===== config.mk =====
export PLATFORM = sky130hd
export DESIGN_NAME = color_grid_manager
export DESIGN_NICKNAME = d
export VERILOG_FILES = /design/src/rtl/color_grid_pkg.sv /design/src/rtl/color_grid_scan.sv /design/src/rtl/color_grid_manager.sv
export SDC_FILE = /design/constraint.sdc
export NUM_CORES = 1
export LEC_CHECK = 0
export BUFFER_PORTS_ARGS = -buffer_cell sky130_fd_sc_hd__buf_2
export CORE_MARGIN = 2
export CORE_UTILIZATION = 40
export CTS_BUF_LIST = sky130_fd_sc_hd__clkbuf_8
export CTS_CLUSTER_DIAMETER = 40
export DETAILED_ROUTE_END_ITERATION = 12
export PLACE_DENSITY_LB_ADDON = 0.05
export SLEW_MARGIN = 20
export SYNTH_ARGS = -nofsm -noshare
export SYNTH_HDL_FRONTEND = slang
export SYNTH_SLANG_ARGS = --single-unit

===== constraint.sdc =====
create_clock -name Clk -period 2.3 [get_ports Clk]
set_input_delay 0 -clock Clk [delete_from_list [all_inputs] [get_ports Clk]]
set_output_delay 0 -clock Clk [all_outputs]
set_load 0.02 [all_outputs]

===== src/rtl/color_grid_pkg.sv =====
// Shared types and constants for the colour grid manager: FSM state codes,
// error codes, the header opcode and a width helper.
package color_grid_pkg;

    typedef enum logic [1:0] {
        ST_IDLE     = 2'd0,
        ST_GET_DATA = 2'd1,
        ST_WRITE    = 2'd2
    } state_t;

    typedef enum logic [1:0] {
        ERR_NONE    = 2'd0,
        ERR_RANGE   = 2'd1,
        ERR_TIMEOUT = 2'd2,
        ERR_OPCODE  = 2'd3
    } err_t;

    // Header byte bits [7:6]; only the write command is understood.
    localparam logic [1:0] OP_WRITE = 2'b00;

    // Counter width that never collapses to zero bits for tiny ranges.
    function automatic int clog2_min1(input int n);
        return (n > 1) ? $clog2(n) : 1;
    endfunction

endpackage


===== src/rtl/color_grid_scan.sv =====
// Raster position tracker: detects HSync/VSync rising edges, runs the x/y
// pixel counters (saturating at the active area) and keeps column/row region
// counters in step using per-segment counters, so no divider is needed.
module color_grid_scan
    import color_grid_pkg::*;
#(
    parameter int H_ACTIVE  = 640,
    parameter int V_ACTIVE  = 480,
    parameter int REGIONS_X = 2,
    parameter int REGIONS_Y = 2,
    parameter int COL_W     = 1,
    parameter int ROW_W     = 1
) (
    input  logic             clk,
    input  logic             rst,
    input  logic             hsync,
    input  logic             vsync,
    output logic [COL_W-1:0] col,
    output logic [ROW_W-1:0] row,
    output logic             vsync_rise
);

    localparam int SEG_W = H_ACTIVE / REGIONS_X;
    localparam int SEG_H = V_ACTIVE / REGIONS_Y;
    localparam int XW    = clog2_min1(H_ACTIVE);
    localparam int YW    = clog2_min1(V_ACTIVE);
    localparam int SXW   = clog2_min1(SEG_W);
    localparam int SYW   = clog2_min1(SEG_H);

    localparam logic [XW-1:0]  X_LAST  = XW'(H_ACTIVE - 1);
    localparam logic [YW-1:0]  Y_LAST  = YW'(V_ACTIVE - 1);
    localparam logic [SXW-1:0] SX_LAST = SXW'(SEG_W - 1);
    localparam logic [SYW-1:0] SY_LAST = SYW'(SEG_H - 1);

    logic           hsync_d, vsync_d;
    logic           hsync_rise;
    logic [XW-1:0]  x;
    logic [YW-1:0]  y;
    logic [SXW-1:0] seg_x;
    logic [SYW-1:0] seg_y;

    assign hsync_rise = hsync & ~hsync_d;
    assign vsync_rise = vsync & ~vsync_d;

    // Delayed sync copies for rising-edge detection.
    always_ff @(posedge clk) begin
        // NOTE: clocked state uses <= so every register samples pre-edge values;
        // a blocking = here would let later statements see this cycle's update.
        if (rst) begin
            hsync_d <= 1'b0;
            vsync_d <= 1'b0;
        end else begin
            hsync_d <= hsync;
            vsync_d <= vsync;
        end
    end

    // Horizontal position: clear on line start, otherwise advance until the last pixel.
    always_ff @(posedge clk) begin
        if (rst || hsync_rise) begin
            x     <= '0;
            seg_x <= '0;
            col   <= '0;
        end else if (x != X_LAST) begin
            x <= x + 1'b1;
            if (seg_x == SX_LAST) begin
                seg_x <= '0;
                col   <= col + 1'b1;
            end else begin
                seg_x <= seg_x + 1'b1;
            end
        end
    end

    // Vertical position: clear on frame start, advance one line per HSync edge.
    always_ff @(posedge clk) begin
        if (rst || vsync_rise) begin
            y     <= '0;
            seg_y <= '0;
            row   <= '0;
        end else if (hsync_rise && (y != Y_LAST)) begin
            y <= y + 1'b1;
            if (seg_y == SY_LAST) begin
                seg_y <= '0;
                row   <= row + 1'b1;
            end else begin
                seg_y <= seg_y + 1'b1;
            end
        end
    end

endmodule


===== src/rtl/color_grid_manager.sv =====
// Colour grid manager: takes two-byte UART commands (header = region index,
// then colour) into a per-region colour table through a C_Valid/C_Rdy config
// port, and paints the VGA raster from that table by screen region.
// Optional feature macro: COLOR_GRID_DEBUG_EN -- when defined, VGA_Debugg=1
// replaces the pixel colour with the zero-extended region index.
module color_grid_manager
    import color_grid_pkg::*;
#(
    parameter int REGIONS_X   = 2,
    parameter int REGIONS_Y   = 2,
    parameter int COLOR_WIDTH = 8,
    parameter int H_ACTIVE    = 640,
    parameter int V_ACTIVE    = 480,
    parameter int TIMEOUT     = 1024,
    localparam int N_REGIONS  = REGIONS_X * REGIONS_Y,
    localparam int ADDR_W     = clog2_min1(N_REGIONS)
) (
    input  logic                   Clk,
    input  logic                   rst,
    input  logic                   Empty,
    input  logic [7:0]             RXD_Data,
    output logic                   Rd,
    output logic [ADDR_W-1:0]      C_Addr,
    output logic [COLOR_WIDTH-1:0] C_Data,
    output logic                   C_Valid,
    input  logic                   C_Rdy,
    input  logic                   Vertical_Split,
    input  logic                   Horizontal_Split,
    input  logic                   VGA_Debugg,
    input  logic                   HSync,
    input  logic                   VSync,
    output logic [1:0]             Config_Status,
    output logic [5:0]             Config_Notification,
    output logic                   Config_Notification_Valid,
    output logic [1:0]             Config_Error,
    output logic                   Error_Valid,
    output logic [7:0]             VGA_Notification,
    output logic                   VGA_Notification_Valid,
    output logic [COLOR_WIDTH-1:0] Data_VGA
);

    localparam int COL_W = clog2_min1(REGIONS_X);
    localparam int ROW_W = clog2_min1(REGIONS_Y);
    localparam int TMR_W = clog2_min1(TIMEOUT);
    localparam logic [TMR_W-1:0] TMR_LAST = TMR_W'(TIMEOUT - 1);

    state_t                 state, next_state;
    logic [5:0]             reg_idx;
    logic [COLOR_WIDTH-1:0] color_q;
    logic [TMR_W-1:0]       timer;
    logic [COLOR_WIDTH-1:0] color_table [N_REGIONS];

    logic                   rd_req, hdr_ok, data_take, wr_fire, err_fire;
    err_t                   err_code;
    logic [5:0]             hdr_idx;

    logic [COL_W-1:0]       col, col_eff;
    logic [ROW_W-1:0]       row, row_eff;
    logic [ADDR_W-1:0]      pix_idx;
    logic                   vsync_rise;

    assign hdr_idx       = RXD_Data[5:0];
    assign Rd            = rd_req & ~rst;
    assign C_Addr        = reg_idx[ADDR_W-1:0];
    assign C_Data        = color_q;
    assign Config_Status = state;

    // FSM state register.
    always_ff @(posedge Clk) begin
        if (rst) state <= ST_IDLE;
        else     state <= next_state;
    end

    // Next-state, byte pop, config handshake and error decode.
    always_comb begin
        // NOTE: every output of this block gets a default first, so no path
        // through the case leaves a signal unassigned and infers a latch.
        next_state = state;
        rd_req     = 1'b0;
        C_Valid    = 1'b0;
        hdr_ok     = 1'b0;
        data_take  = 1'b0;
        wr_fire    = 1'b0;
        err_fire   = 1'b0;
        err_code   = ERR_NONE;
        case (state)
            ST_IDLE: begin
                if (!Empty) begin
                    rd_req = 1'b1;
                    if (RXD_Data[7:6] != OP_WRITE) begin
                        err_fire = 1'b1;
                        err_code = ERR_OPCODE;
                    end else if (int'(hdr_idx) >= N_REGIONS) begin
                        err_fire = 1'b1;
                        err_code = ERR_RANGE;
                    end else begin
                        hdr_ok     = 1'b1;
                        next_state = ST_GET_DATA;
                    end
                end
            end
            ST_GET_DATA: begin
                if (!Empty) begin
                    rd_req     = 1'b1;
                    data_take  = 1'b1;
                    next_state = ST_WRITE;
                end else if (timer == TMR_LAST) begin
                    err_fire   = 1'b1;
                    err_code   = ERR_TIMEOUT;
                    next_state = ST_IDLE;
                end
            end
            ST_WRITE: begin
                C_Valid = 1'b1;
                if (C_Rdy) begin
                    wr_fire    = 1'b1;
                    next_state = ST_IDLE;
                end
            end
            default: next_state = ST_IDLE;
        endcase
    end

    // Command registers, inter-byte timer and status pulses.
    always_ff @(posedge Clk) begin
        if (rst) begin
            reg_idx                   <= '0;
            color_q                   <= '0;
            timer                     <= '0;
            Config_Error              <= '0;
            Error_Valid               <= 1'b0;
            Config_Notification       <= '0;
            Config_Notification_Valid <= 1'b0;
        end else begin
            Error_Valid               <= err_fire;
            Config_Notification_Valid <= wr_fire;
            if (err_fire) Config_Error <= err_code;
            if (wr_fire)  Config_Notification <= reg_idx;
            if (hdr_ok) begin
                reg_idx <= hdr_idx;
                timer   <= '0;
            end else if (state == ST_GET_DATA) begin
                timer <= timer + 1'b1;
            end
            if (data_take) color_q <= COLOR_WIDTH'(RXD_Data);
        end
    end

    // Colour table, written on the config handshake cycle.
    always_ff @(posedge Clk) begin
        if (rst) begin
            // NOTE: the table is cleared by reset because a black screen after
            // reset is required behaviour; this keeps it out of RAM macros.
            for (int i = 0; i < N_REGIONS; i++) color_table[i] <= '0;
        end else if (wr_fire) begin
            color_table[reg_idx[ADDR_W-1:0]] <= color_q;
        end
    end

    color_grid_scan #(
        .H_ACTIVE  (H_ACTIVE),
        .V_ACTIVE  (V_ACTIVE),
        .REGIONS_X (REGIONS_X),
        .REGIONS_Y (REGIONS_Y),
        .COL_W     (COL_W),
        .ROW_W     (ROW_W)
    ) u_scan (
        .clk        (Clk),
        .rst        (rst),
        .hsync      (HSync),
        .vsync      (VSync),
        .col        (col),
        .row        (row),
        .vsync_rise (vsync_rise)
    );

    // Region index of the current pixel, with disabled splits collapsing to 0.
    always_comb begin
        col_eff = Vertical_Split   ? col : '0;
        row_eff = Horizontal_Split ? row : '0;
        pix_idx = ADDR_W'(int'(row_eff) * REGIONS_X + int'(col_eff));
    end

    // Registered pixel colour; a same-cycle table write shows up one cycle later.
    always_ff @(posedge Clk) begin
        if (rst) begin
            Data_VGA <= '0;
        end else begin
`ifdef COLOR_GRID_DEBUG_EN
            if (VGA_Debugg) Data_VGA <= COLOR_WIDTH'(pix_idx);
            else            Data_VGA <= color_table[pix_idx];
`else
            Data_VGA <= color_table[pix_idx];
`endif
        end
    end

`ifndef COLOR_GRID_DEBUG_EN
    logic unused_debug;
    assign unused_debug = VGA_Debugg;
`endif

    // Frame counter, bumped on every VSync rising edge.
    always_ff @(posedge Clk) begin
        if (rst) begin
            VGA_Notification       <= '0;
            VGA_Notification_Valid <= 1'b0;
        end else begin
            VGA_Notification_Valid <= vsync_rise;
            if (vsync_rise) VGA_Notification <= VGA_Notification + 1'b1;
        end
    end

endmodule


; ---- Yosys cells after proc, flatten, opt, wreduce, memory -nomap -nowiden
; Memories as Yosys holds them, arrays and structs flattened. A register that Yosys moved wholly into a read port is not among the register bits.
; Cells that the tools add are included.
[classes]
reduce_logical = 11
n_div = 0
n_mux = 41
eq_ne = 12
n_addsub = 9
bitwise_logic = 6
shift = 0
n_mul = 0
n_lt_le_gt_ge = 1
[ops]
columns = operator, n
row1 = $mux W1, 24
row2 = $mux W2, 11
row3 = $add A10 B1 Y10 const B, 2
row4 = $add A9 B1 Y9 const B, 2
row5 = $add A8 B1 Y8 const B, 2
row6 = $mux W8, 2
row7 = $eq A10 B10 Y1 const B, 1
row8 = $ne A10 B10 Y1 const B, 1
row9 = $eq A9 B9 Y1 const B, 1
row10 = $mux W9, 1
row11 = $ne A9 B9 Y1 const B, 1
row12 = $eq A8 B8 Y1 const B, 1
row13 = $ne A2 B2 Y1 const B, 4
row14 = $reduce_or A8 Y1, 1
row15 = $ge A6 B3 Y1 const B, 1
row16 = $pmux W2 S3, 1
row17 = $reduce_and A5 Y1, 1
row18 = $pmux W2 S2, 1
row19 = $reduce_and A2 Y1, 2
row20 = $reduce_or A2 Y1, 2
row21 = $and A1 B1 Y1, 3
row22 = $ne A3 B3 Y1 const B, 1
row23 = $not A1 Y1, 3
row24 = $add A1 B1 Y1 const B, 2
row25 = other kinds (8), 9
[totals]
romBits = 0
latch_bits = 0
out_inout_bits = 41
register_bits = 85
elab_cells = 99
n_memories = 1
ram_bits = 32
[memory_table]
columns = name, depth, word_bits, rd, rd_ports_with_merged_regs, wr, line_no
row1 = color_table, 4, 8, 1, 1, 4, color_grid_manager.sv:51  ; logic [COLOR_WIDTH-1:0] color_table [N_REGIONS];

; ---- Longest topological paths before layout
; Gate-level depths: netlist of the first run.
[logic_depth]
word_depth = 7
mapped_depth = 6
depth_no_buf = 5

; ---- Cells and area by module
; Synthesis of the first run repeated with hierarchy kept, for this count alone.
[hier_totals]
cells_unflattened = 500
area_unflattened_um2 = 5292.6
[modules_own_cells]
columns = module, seq_area_each_um2, instances, area_per_inst_um2, cells_per_inst
row1 = color_grid_manager, 2021.9, 1, 3402.0, 290
row2 = color_grid_scan, 800.8, 1, 1890.6, 210

; ---- Least setup slack after synthesis of the first run
; Ideal clock, no wire load.
[synth_timing]
kind = register to register
start = reg state[1] (netlist: Config_Status[1])
end = mem color_table[1][0] (enable)
arrival_ps = 1740
setup_slack_ps = 250
t_required_ps = 1990
period_less_slack_ps = 2050
stages_incl_launch_ff = 6
cell_sequence = dfxtp_1 nor2b_1 buf_2 nand2_2 nor4b_2 or2_2
[synth_rtl]
columns = item, line_no
row1 = start: declaration, color_grid_manager.sv:47  ; state_t state, next_state;
row2 = start signal: assignment, color_grid_manager.sv:71  ; else state <= next_state;
row3 = end: declaration, color_grid_manager.sv:51

; ---- Worst setup path after layout of the first run
[layout_timing]
start = in RXD_Data[2]
end = reg state[0] (netlist: Config_Status[0])
[layout_between]
elab_chain_len = 3
[layout_lines]
columns = item, line_no
row1 = start: declaration, color_grid_manager.sv:21  ; input logic [7:0] RXD_Data,
row2 = $ge A6 B3 Y1, color_grid_manager.sv:93  ; end else if (int'(hdr_idx) >= N_REGIONS) begin
row3 = $ne A2 B2 Y1 (no line), -
row4 = $reduce_and A5 Y1 (no line), -
; No other way between the ends.
; A chain may end at the register's enable or synchronous reset.

==> results_dict.tcl, run 1 <==
set metrics [dict create \
    status "finished, final reports clean" \
    yosys.area.top_type "dfxtp_1" \
    worstRegToRegCells 4 \
    p_int_mw 3.23 \
    cts_max_path_buffers 2 \
    place.gp.congestion 0.771 \
    arrival_ns 2.24 \
    yosys.area_share.simple_pct 23.5 \
    h-tree-depth 4 \
    power_density_nw_per_um2 675 \
    grt_busiest_layer "met2" \
    p_sw_mw 0.988 \
    tightest_slew_ns 0.681 \
    clock_skew_ns 0.00767 \
    grt_pass1_vias 3645 \
    grt.overflow.total 0 \
    ys_ff_latch 125 \
    fmax_ghz 0.529 \
    final.min_clock_period_ns 1.89 \
    die_y_um 119 \
    drt-pass1-iter-count 4 \
    grt_max_degree 37 \
    wire_per_inst_um 14.0 \
    min_from "rst" \
    endpoint_kind "flop" \
    r2r-start "Config_Status[1]" \
    drc 0 \
    yosysUniqueCellTypes 55 \
    cts_sinks 125 \
    numPortBuffers 56 \
    startpoint_type "primary input" \
    synth_edf_count 32 \
    setup_viol 0 \
    start_util_pct 41.4 \
    path_max_fanout 3 \
    hold_depth 2 \
    syn_area_per_cell_um2 10.5 \
    antenna_cells 0 \
    combPwrFrac_pct 4.6 \
    final_util_pct 49.1 \
    grt.met1_usage_pct 20.7 \
    vias 3840 \
    tritoncts "yes" \
    cts.clk_slew.worst_paths_ns 0.07 \
    hold_viol 0 \
    wl_mm 10.8 \
    finalSetupTns_ns 0 \
    worstSetupPathType "primary input to flop" \
    p_clk_share_pct 40.5 \
    whs_endpoint "u_scan.vsync_d" \
    die_x_um 119 \
    drv_cap 0 \
    fin_nets 608 \
    area_growth_pct 18.6 \
    drive_above_1_share_pct 19.9 \
    synth_nets 526 \
    r2r_slack_ns 0.49 \
    synthXorXnorAreaFrac_pct 4.99 \
    synthMuxAreaShare_pct 5.70 \
    yosys_warnings 0 \
    rsz0062_at_grt "false" \
    use_met3_pct 5.21 \
    synth-main-ff-cell "dfxtp_1" \
    grt_pass1_wl_mm 17.9 \
    dieArea_um2 14100 \
    post_cts_buffers 0 \
    antenna_found_initial 0 \
    finalMaxSlewViolations 0 \
    core_area_um2 12700 \
    synth_area_um2 5270 \
    fin_crit_sh_pct 82.1 \
    cts_buffers 17 \
    synth_top_family_by_area "simple AND/OR/NAND/NOR gates" \
    drtIter0Drc 224 \
    via_per_inst 4.99 \
    syn_inst 503 \
    cts_root_buf "clkbuf_8" \
    p_leak_nw 2.38 \
    power_frac_seq_pct 54.9 \
    synth_compound_area_share_pct 8.55 \
    met2_usage_pct 25.4 \
    clkLatencyLatePin_ns 0.44 \
    synth-seq-area-share_pct 53.6 \
    reg2reg_to "color_table[2][6]" \
    relSlewSlack_pct 54.6 \
    swShare_pct 23.4 \
    final_antenna_net_count 0 \
    synthTopCellsByArea "dfxtp_1 (35%), edfxtp_1 (18%), and2_1 (4.0%)" \
    num_rows 41 \
    grt_use_total_pct 16.2 \
    ys_async_sr_fraction_pct 0 \
    io_pins 58 \
    dp_hpwl_mm 7.26 \
    vdd_drop_max_mv 0.330 \
    synth_top_cell_area_share_pct 35.3 \
    hp-class "primary input to flop" \
    critPathRequiredTime_ns 2.65 \
    synthAdderAreaFrac_pct 1.43 \
]
[synth_stat cells (all sizes together) (6+ instances only)]
cell and n:
clkbuf 11, and2 34, buf 7, dfxtp 93
nor2b 18, edfxtp 32, mux2i 12, nor2 53
xor2 20, or3 6, ha 6, o21ai 15
inv 8, nand4 10, mux4 8, nand3 20
or2 6, or4 6, nand2 40, nor3 8
xnor2 10, a21oi 24
[worst max-delay path: stages]
cell,delay (ns)
dlygate4sd3_1,0.54
buf_2,0.13
or4_4,0.55
nor3_1,0.14
dlygate4sd3_1,0.63
nand2_1,0.07
a211oi_1,0.19
[per-layer routing]
| metal | up-vias | routed length (um) |
|---|---|---|
| met2 | 54 | 5010 |
| met3 | 13 | 439 |
| met5 | - | 0 |
| li1 | 1965 | - |
| met4 | 0 | 140 |
| met1 | 1808 | 5180 |
[placed cells by master (no fill, tap or decap), types with 4 or more instances in the layout]
cell / n
and4b_1: 4
nor2_1: 53
o31ai_1: 4
clkinv_2: 5
mux4_2: 8
o21ai_0: 14
ha_1: 6
or3_1: 6
edfxtp_1: 32
buf_4: 12
mux2i_1: 12
a211oi_1: 5
xnor2_1: 10
a21oi_1: 24
nor2b_1: 18
and2_1: 34
nand2_1: 39
buf_2: 56
and3_1: 5
a31oi_1: 5
nand3_1: 20
clkbuf_8: 18
xor2_1: 20
dfxtp_1: 93
dlygate4sd3_1: 13
or4_1: 5
inv_1: 9
or2_2: 6
nand4_1: 10
o211ai_1: 5
nor3_1: 7
[worst max-delay path by stage]
| stage | start | to | slack, ns |
|---|---|---|---|
| 6_report | RXD_Data[2] | Config_Status[0] | 0.41 |
| 5_1_grt | u_scan.x[2] | u_scan.seg_x[7] | 0.32 |
| 4_1_cts | RXD_Data[2] | Config_Status[0] | 0.45 |
| 3_5_place_dp | Config_Status[1] | color_table[2][2] | 0.48 |
| 3_3_place_gp | Config_Status[1] | color_table[2][2] | 0.52 |
| 2_1_floorplan | Config_Status[1] | color_table[1][0] | 0.25 |
[sequential cells by signal, summed over array words and instances (netlist names)]
name / cells
Config_Error: 2
Config_Status: 2
u_scan.seg_y: 8
reg_idx: 6
Error_Valid: 1
Config_Notification: 6
Data_VGA: 8
Config_Notification_Valid: 1
u_scan.hsync_d: 1
color_table: 32
u_scan.col: 1
VGA_Notification_Valid: 1
u_scan.seg_x: 9
timer: 10
u_scan.y: 9
VGA_Notification: 8
C_Data: 8
u_scan.row: 1
u_scan.x: 10
u_scan.vsync_d: 1
[cell families after synthesis]
| kind of cell | Yosys count |
|---|---|
| simple gates | 225 |
| mux | 20 |
| buf+inv | 26 |
| fa+ha+maj | 6 |
| flops | 125 |
| xor+xnor | 30 |
| compound gates | 71 |
[power groups by stage]
stage | clock [mW] | sequential, mW | combinational [mW]
after floorplan | 0 | 2.37 | 0.104
after global placement | 0 | 2.36 | 0.180
after detailed placement | 0 | 2.36 | 0.181
after CTS | 1.77 | 2.31 | 0.198
after global routing | 1.87 | 2.32 | 0.217
final | 1.71 | 2.31 | 0.196
[cell type report]
cell class	instances	area, um2
repair buffers	81	500
flip-flops and latches	125	2820
clock inverters	14	104
fillers	1256	6480
multi-input cells	352	2320
well taps	172	215
inverters	8	30.0
clock buffers	18	248
[through the flow]
step | worst slack [ns] | std cells | area [um2] | power (mW) | hold slack (ns)
final | 0.411 | 770 | 6240 | 4.22 | 0.0834
after global routing | 0.324 | 770 | 6240 | 4.40 | 0.0960
after CTS | 0.448 | 770 | 6240 | 4.28 | 0.0617
after detailed placement | 0.484 | 725 | 5760 | 2.54 | 0.234
after global placement | 0.525 | 725 | 5760 | 2.54 | 0.225
after floorplan | 0.250 | 503 | 5270 | 2.48 | 0.0831
[timing repair]
item,in CTS,in global routing
gates resized for setup,0,0
setup endpoints to repair,0,0
hold buffers,13,0
hold endpoints to repair,23,0
Power figures use the tool's default switching activity.
==> run 2, diff against run 1 <==
Clock period 2.3 ns to 1.8 ns, I/O delays scaled along.
==> run 2 against run 1 <==
Against the previous run:
- sequential share of layout area down 1.2 points
- power up 30%
- critical path depth down 1
- final cell count up 1.8%
- die area unchanged
- clock power up 31%
- non-clock buffer count up 14
- global-route usage up 0.20 points
- core utilization up 1.4 points
- worst setup slack worse by 0.28 ns
- register-to-register slack worse by 0.33 ns
- sequential cell count unchanged
- largest power group unchanged
==> results_dict.tcl, run 2 (synthesis gave the netlist of run 1 again) <==
set metrics [dict create \
    setup_ws_ns 0.129 \
    design_area_um2 6420 \
    cts_buffers 17 \
    cts_root_buf "clkbuf_8" \
    place.gp.congestion 0.777 \
    dp_slack_ns 0.0160 \
    worstSetupPathType "primary input to flop" \
    status "finished, final reports clean" \
    die_x_um 119 \
    numPortBuffers 56 \
    dieArea_um2 14100 \
    grt_max_degree 18 \
    path_cells "dlygate4sd3_1, buf_2, or4_4, or4b_4, nand2b_4, nor2_1" \
    critical-path-top-delay-family "simple AND/OR/NAND/NOR gates" \
    cts_max_path_buffers 2 \
    slowest_delay_ns 0.55 \
    clkLatencyLatePin_ns 0.43 \
    p_leak_nw 2.48 \
    tightest_slew_ns 0.517 \
    final_antenna_net_count 0 \
    cts_sinks 125 \
    antenna_found_initial 0 \
    cts.clk_slew.worst_paths_ns 0.07 \
    grt_pass1_wl_mm 18.3 \
    wl_mm 10.8 \
    drv_cap 0 \
    die_y_um 119 \
    dp_hpwl_mm 7.50 \
    start_util_pct 41.4 \
    register_area_um2 2820 \
    hp-class "primary input to flop" \
    finalMaxSlewViolations 0 \
    most-common-layout-cells "dfxtp_1 (92), buf_2 (56), nor2_1 (53)" \
    final.min_clock_period_ns 1.67 \
    critPathRequiredTime_ns 2.12 \
    num_rows 41 \
    fin_nets 622 \
    relSlewSlack_pct 65.1 \
    arrival_ns 1.99 \
    tritoncts "yes" \
    core_area_um2 12700 \
    h-tree-depth 4 \
    wire_per_inst_um 13.8 \
    nFillCells 1256 \
    drive_above_1_share_pct 21.9 \
    vdd_drop_max_mv 0.459 \
    clock_skew_ns 0.00822 \
    grt_pass1_vias 3705 \
    drc 0 \
    drt-pass1-iter-count 4 \
    vias 3933 \
    grt_use_total_pct 16.4 \
    cp_num_buf_inv 2 \
    slowest_stage "or4_4" \
    top_register "color_table" \
    hold_viol 0 \
    endpoint_kind "flop" \
    final_cells 784 \
    area_growth_pct 21.9 \
    drtIter0Drc 107 \
    place_inst 738 \
    layout_commonest_cell "dfxtp_1" \
    startpoint_type "primary input" \
    place_area_um2 5900 \
    path_max_fanout 14 \
    fmax_ghz 0.599 \
    antenna_cells 0 \
    largest_registers "color_table (32), timer (10), u_scan.x (10)" \
    io_pins 58 \
    power_density_nw_per_um2 851 \
    setup_viol 0 \
    multi_input_area_um2 2380 \
    fin_crit_sh_pct 92.8 \
    grt.overflow.total 0 \
    via_per_inst 5.02 \
    largest_register_ffs 32 \
]
## run 2: path summary, 6_finish.rpt
check                           cells after the start          end  slack [ns]           start
worst min-delay path                                5  Data_VGA[4]        0.34  Vertical_Split
worst max register to register                      7  u_scan.x[1]        0.16     u_scan.x[0]
worst max-delay path                                6     timer[2]        0.13     RXD_Data[2]
worst min register to register                      2   reg_idx[4]        0.43      reg_idx[4]
## run 2: tightest hold or removal path, stage by stage
cell	delay (ns)
buf_2	0.11
nand2_1	0.07
buf_4	0.21
mux4_2	0.23
nor2b_1	0.11
## run 2: layout make-up
type                            count  area share [%]
Tap cell                          172            3.35
Sequential cell                   125            44.0
Multi-Input combinational cell    352            37.0
Clock inverter                     11            1.25
Timing Repair Buffer               95            9.47
Inverter                            8           0.467
Clock buffer                       21            4.50
## run 2: metal layers
layer | global-route usage (%) | part of all wire (%) | routed length [um] | up-vias
met5 | 0 | 0 | 0 | -
met4 | 5.13 | 1.1 | 120 | 0
met3 | 5.36 | 4.0 | 434 | 11
met2 | 25.7 | 47 | 5110 | 63
met1 | 21.4 | 48 | 5180 | 1866
li1 | - | - | - | 1993
## run 2: stage by stage
stage	util (%)	total power, mW	setup TNS [ns]	hold WS (ns)
4_1_cts	50.4	5.56	0	0.305
3_5_place_dp	46.4	3.27	0	0.234
5_1_grt	50.5	5.71	-0.00884	0.339
3_3_place_gp	46.4	3.27	0	0.225
6_report	50.5	5.47	0	0.337
2_1_floorplan	-	3.17	0	0.0831
## run 2: report_power, final
part | internal (mW) | leakage (nW) | total, mW | switching [mW]
Combinational | 0.116 | 1.19 | 0.271 | 0.155
Clock | 1.21 | 0.208 | 2.24 | 1.03
Sequential | 2.93 | 1.08 | 2.96 | 0.0278
## run 2: timing repair
| item | CTS | global route |
|---|---|---|
| endpoints found under the hold margin | 29 | 0 |
| setup endpoints to repair | 0 | 6 |
| resized for setup | 0 | 3 |
| hold buffers | 14 | 0 |
| buffers inserted | 0 | 0 |
==> run 3, diff against run 2 <==
Settings changed: BUFFER_PORTS_ARGS -buffer_cell sky130_fd_sc_hd__buf_2 to default, DONT_BUFFER_PORTS from default to 1.
==> run 3 against run 2 <==
Against the previous run:
- via count is 5.0% lower
- sequential cell count stayed put
- clock skew hardly changed
- highest routed layer unchanged
- worst setup slack better by 0.030 ns
- maximum frequency is 1.8% higher
==> results_dict.tcl, run 3 (synthesis gave the netlist of run 1 again) <==
set metrics [dict create \
    arrival_ns 2.00 \
    status "finished, final reports clean" \
    setup_viol 0 \
    num_rows 41 \
    nFillCells 1240 \
    hold_depth 3 \
    crit_start "u_scan.x[0]" \
    path_cells "ha_1, nand2_1, o31ai_4, or4_1, a31oi_1" \
    most-common-layout-cells "dfxtp_1 (92), nor2_1 (53), nand2_1 (39)" \
    min_from "VSync" \
    drc 0 \
    cts_root_buf "clkbuf_8" \
    endpoint_kind "flop" \
    path_max_fanout 8 \
    hp-class "primary input to flop" \
    wl_mm 10.9 \
    tritoncts "yes" \
    grt_pass1_vias 3570 \
    slowest_delay_ns 0.47 \
    grt_pass1_wl_mm 18.2 \
    critPathRequiredTime_ns 2.16 \
    wire_per_inst_um 15.0 \
    layout_commonest_cell "dfxtp_1" \
    r2r-start "u_scan.x[0]" \
    die_x_um 119 \
    relSlewSlack_pct 57.9 \
    whs_endpoint "VGA_Notification_Valid" \
    via_per_inst 5.13 \
    place.gp.congestion 0.792 \
    vdd_drop_max_mv 0.556 \
    clock_skew_ns 0.00821 \
    reg2reg_to "u_scan.seg_x[8]" \
    drt-pass1-iter-count 4 \
    area_growth_pct 18.1 \
    worstSetupPathType "flop to flop" \
    finalMaxSlewViolations 0 \
    hold_viol 0 \
    final_antenna_net_count 0 \
    dp_hpwl_mm 7.27 \
    vias 3737 \
    drtIter0Drc 235 \
    numPortBuffers 0 \
    fin_nets 567 \
    r2r_slack_ns 0.16 \
    cts_sinks 125 \
    post_cts_buffers 0 \
    rsz0062_at_grt "false" \
    core_area_um2 12700 \
    grt_max_degree 51 \
    p_leak_nw 2.24 \
    final_util_pct 48.9 \
    power_density_nw_per_um2 924 \
    start_util_pct 41.4 \
    fin_crit_sh_pct 91.2 \
    antenna_cells 0 \
    slowest_stage "or4_1" \
    drv_cap 0 \
    largest_register_ffs 32 \
    fmax_ghz 0.609 \
    io_pins 58 \
    setup_ws_ns 0.159 \
    die_y_um 119 \
    grt.overflow.total 0 \
    dieArea_um2 14100 \
    dp_slack_ns -0.000554 \
    cts.clk_slew.worst_paths_ns 0.07 \
    startpoint_type "flop" \
    final.min_clock_period_ns 1.64 \
    worstRegToRegCells 5 \
    clkLatencyLatePin_ns 0.43 \
    largest_registers "color_table (32), timer (10), u_scan.x (10)" \
    cts_max_path_buffers 2 \
    grt_use_total_pct 16.5 \
    top_register "color_table" \
    antenna_found_initial 0 \
    cts_buffers 17 \
    drive_above_1_share_pct 14.4 \
    tightest_slew_ns 0.627 \
    h-tree-depth 4 \
]
[run 3: timing repair]
item | 4_1_cts | 5_1_grt
pin swaps | 0 | 0
hold endpoints to repair | 120 | 3
gates resized for setup | 1 | 3
hold buffers | 17 | 1
setup endpoints to repair | 4 | 13
[run 3: worst max-delay path by stage]
stage	endpoint	slack, ns	cells past startpoint
global route	u_scan.seg_y[6]	0.02	5
global placement	u_scan.seg_x[4]	0.08	5
CTS	Config_Status[0]	0.05	6
detailed placement	u_scan.seg_x[0]	-0.0006	5
finish	u_scan.seg_x[8]	0.16	5
floorplan	color_table[1][0]	0.0008	5
[run 3: layout make-up]
| class | instances | area, um2 | share of cell area, % |
|---|---|---|---|
| inverter | 8 | 30.0 | 0.483 |
| clock inverter | 14 | 170 | 2.73 |
| clock buffer | 18 | 248 | 3.98 |
| tap | 172 | 215 | 3.46 |
| sequential | 125 | 2820 | 45.4 |
| multi-input combinational | 352 | 2380 | 38.3 |
| timing repair buffer | 40 | 353 | 5.67 |
[run 3: worst max-delay path, delay by kind of cell, from the launching register on]
family,cells,cell delay [ns]
and+or+nand+nor,2,0.69
adders and majority gates,1,0.22
AOI/OAI and AO/OA,2,0.31
DFF,1,0.35
[run 3: metal layers]
layer	share of wire [%]	up-vias	GRT usage, %
met5	0	-	0
met1	48	1764	21.3
li1	-	1894	-
met4	1.2	0	5.58
met2	47	68	26.1
met3	4.3	11	5.36
[run 3: power breakdown]
| part | internal (mW) | switching [mW] |
|---|---|---|
| logic | 0.0923 | 0.117 |
| clock network | 1.41 | 1.15 |
| registers | 2.93 | 0.0526 |
| total | 4.43 | 1.32 |
[run 3: per-stage QoR]
step	cells	area, um2	hold slack (ns)	TNS [ns]	total power [mW]
6_report	729	6220	0.0304	0	5.75
5_1_grt	729	6220	0.0127	0	5.98
4_1_cts	729	6210	0.00421	0	5.82
3_5_place_dp	680	5600	0.0797	-0.000554	3.20
3_3_place_gp	680	5600	0.0768	0	3.20
2_1_floorplan	503	5310	0.0831	0	3.17
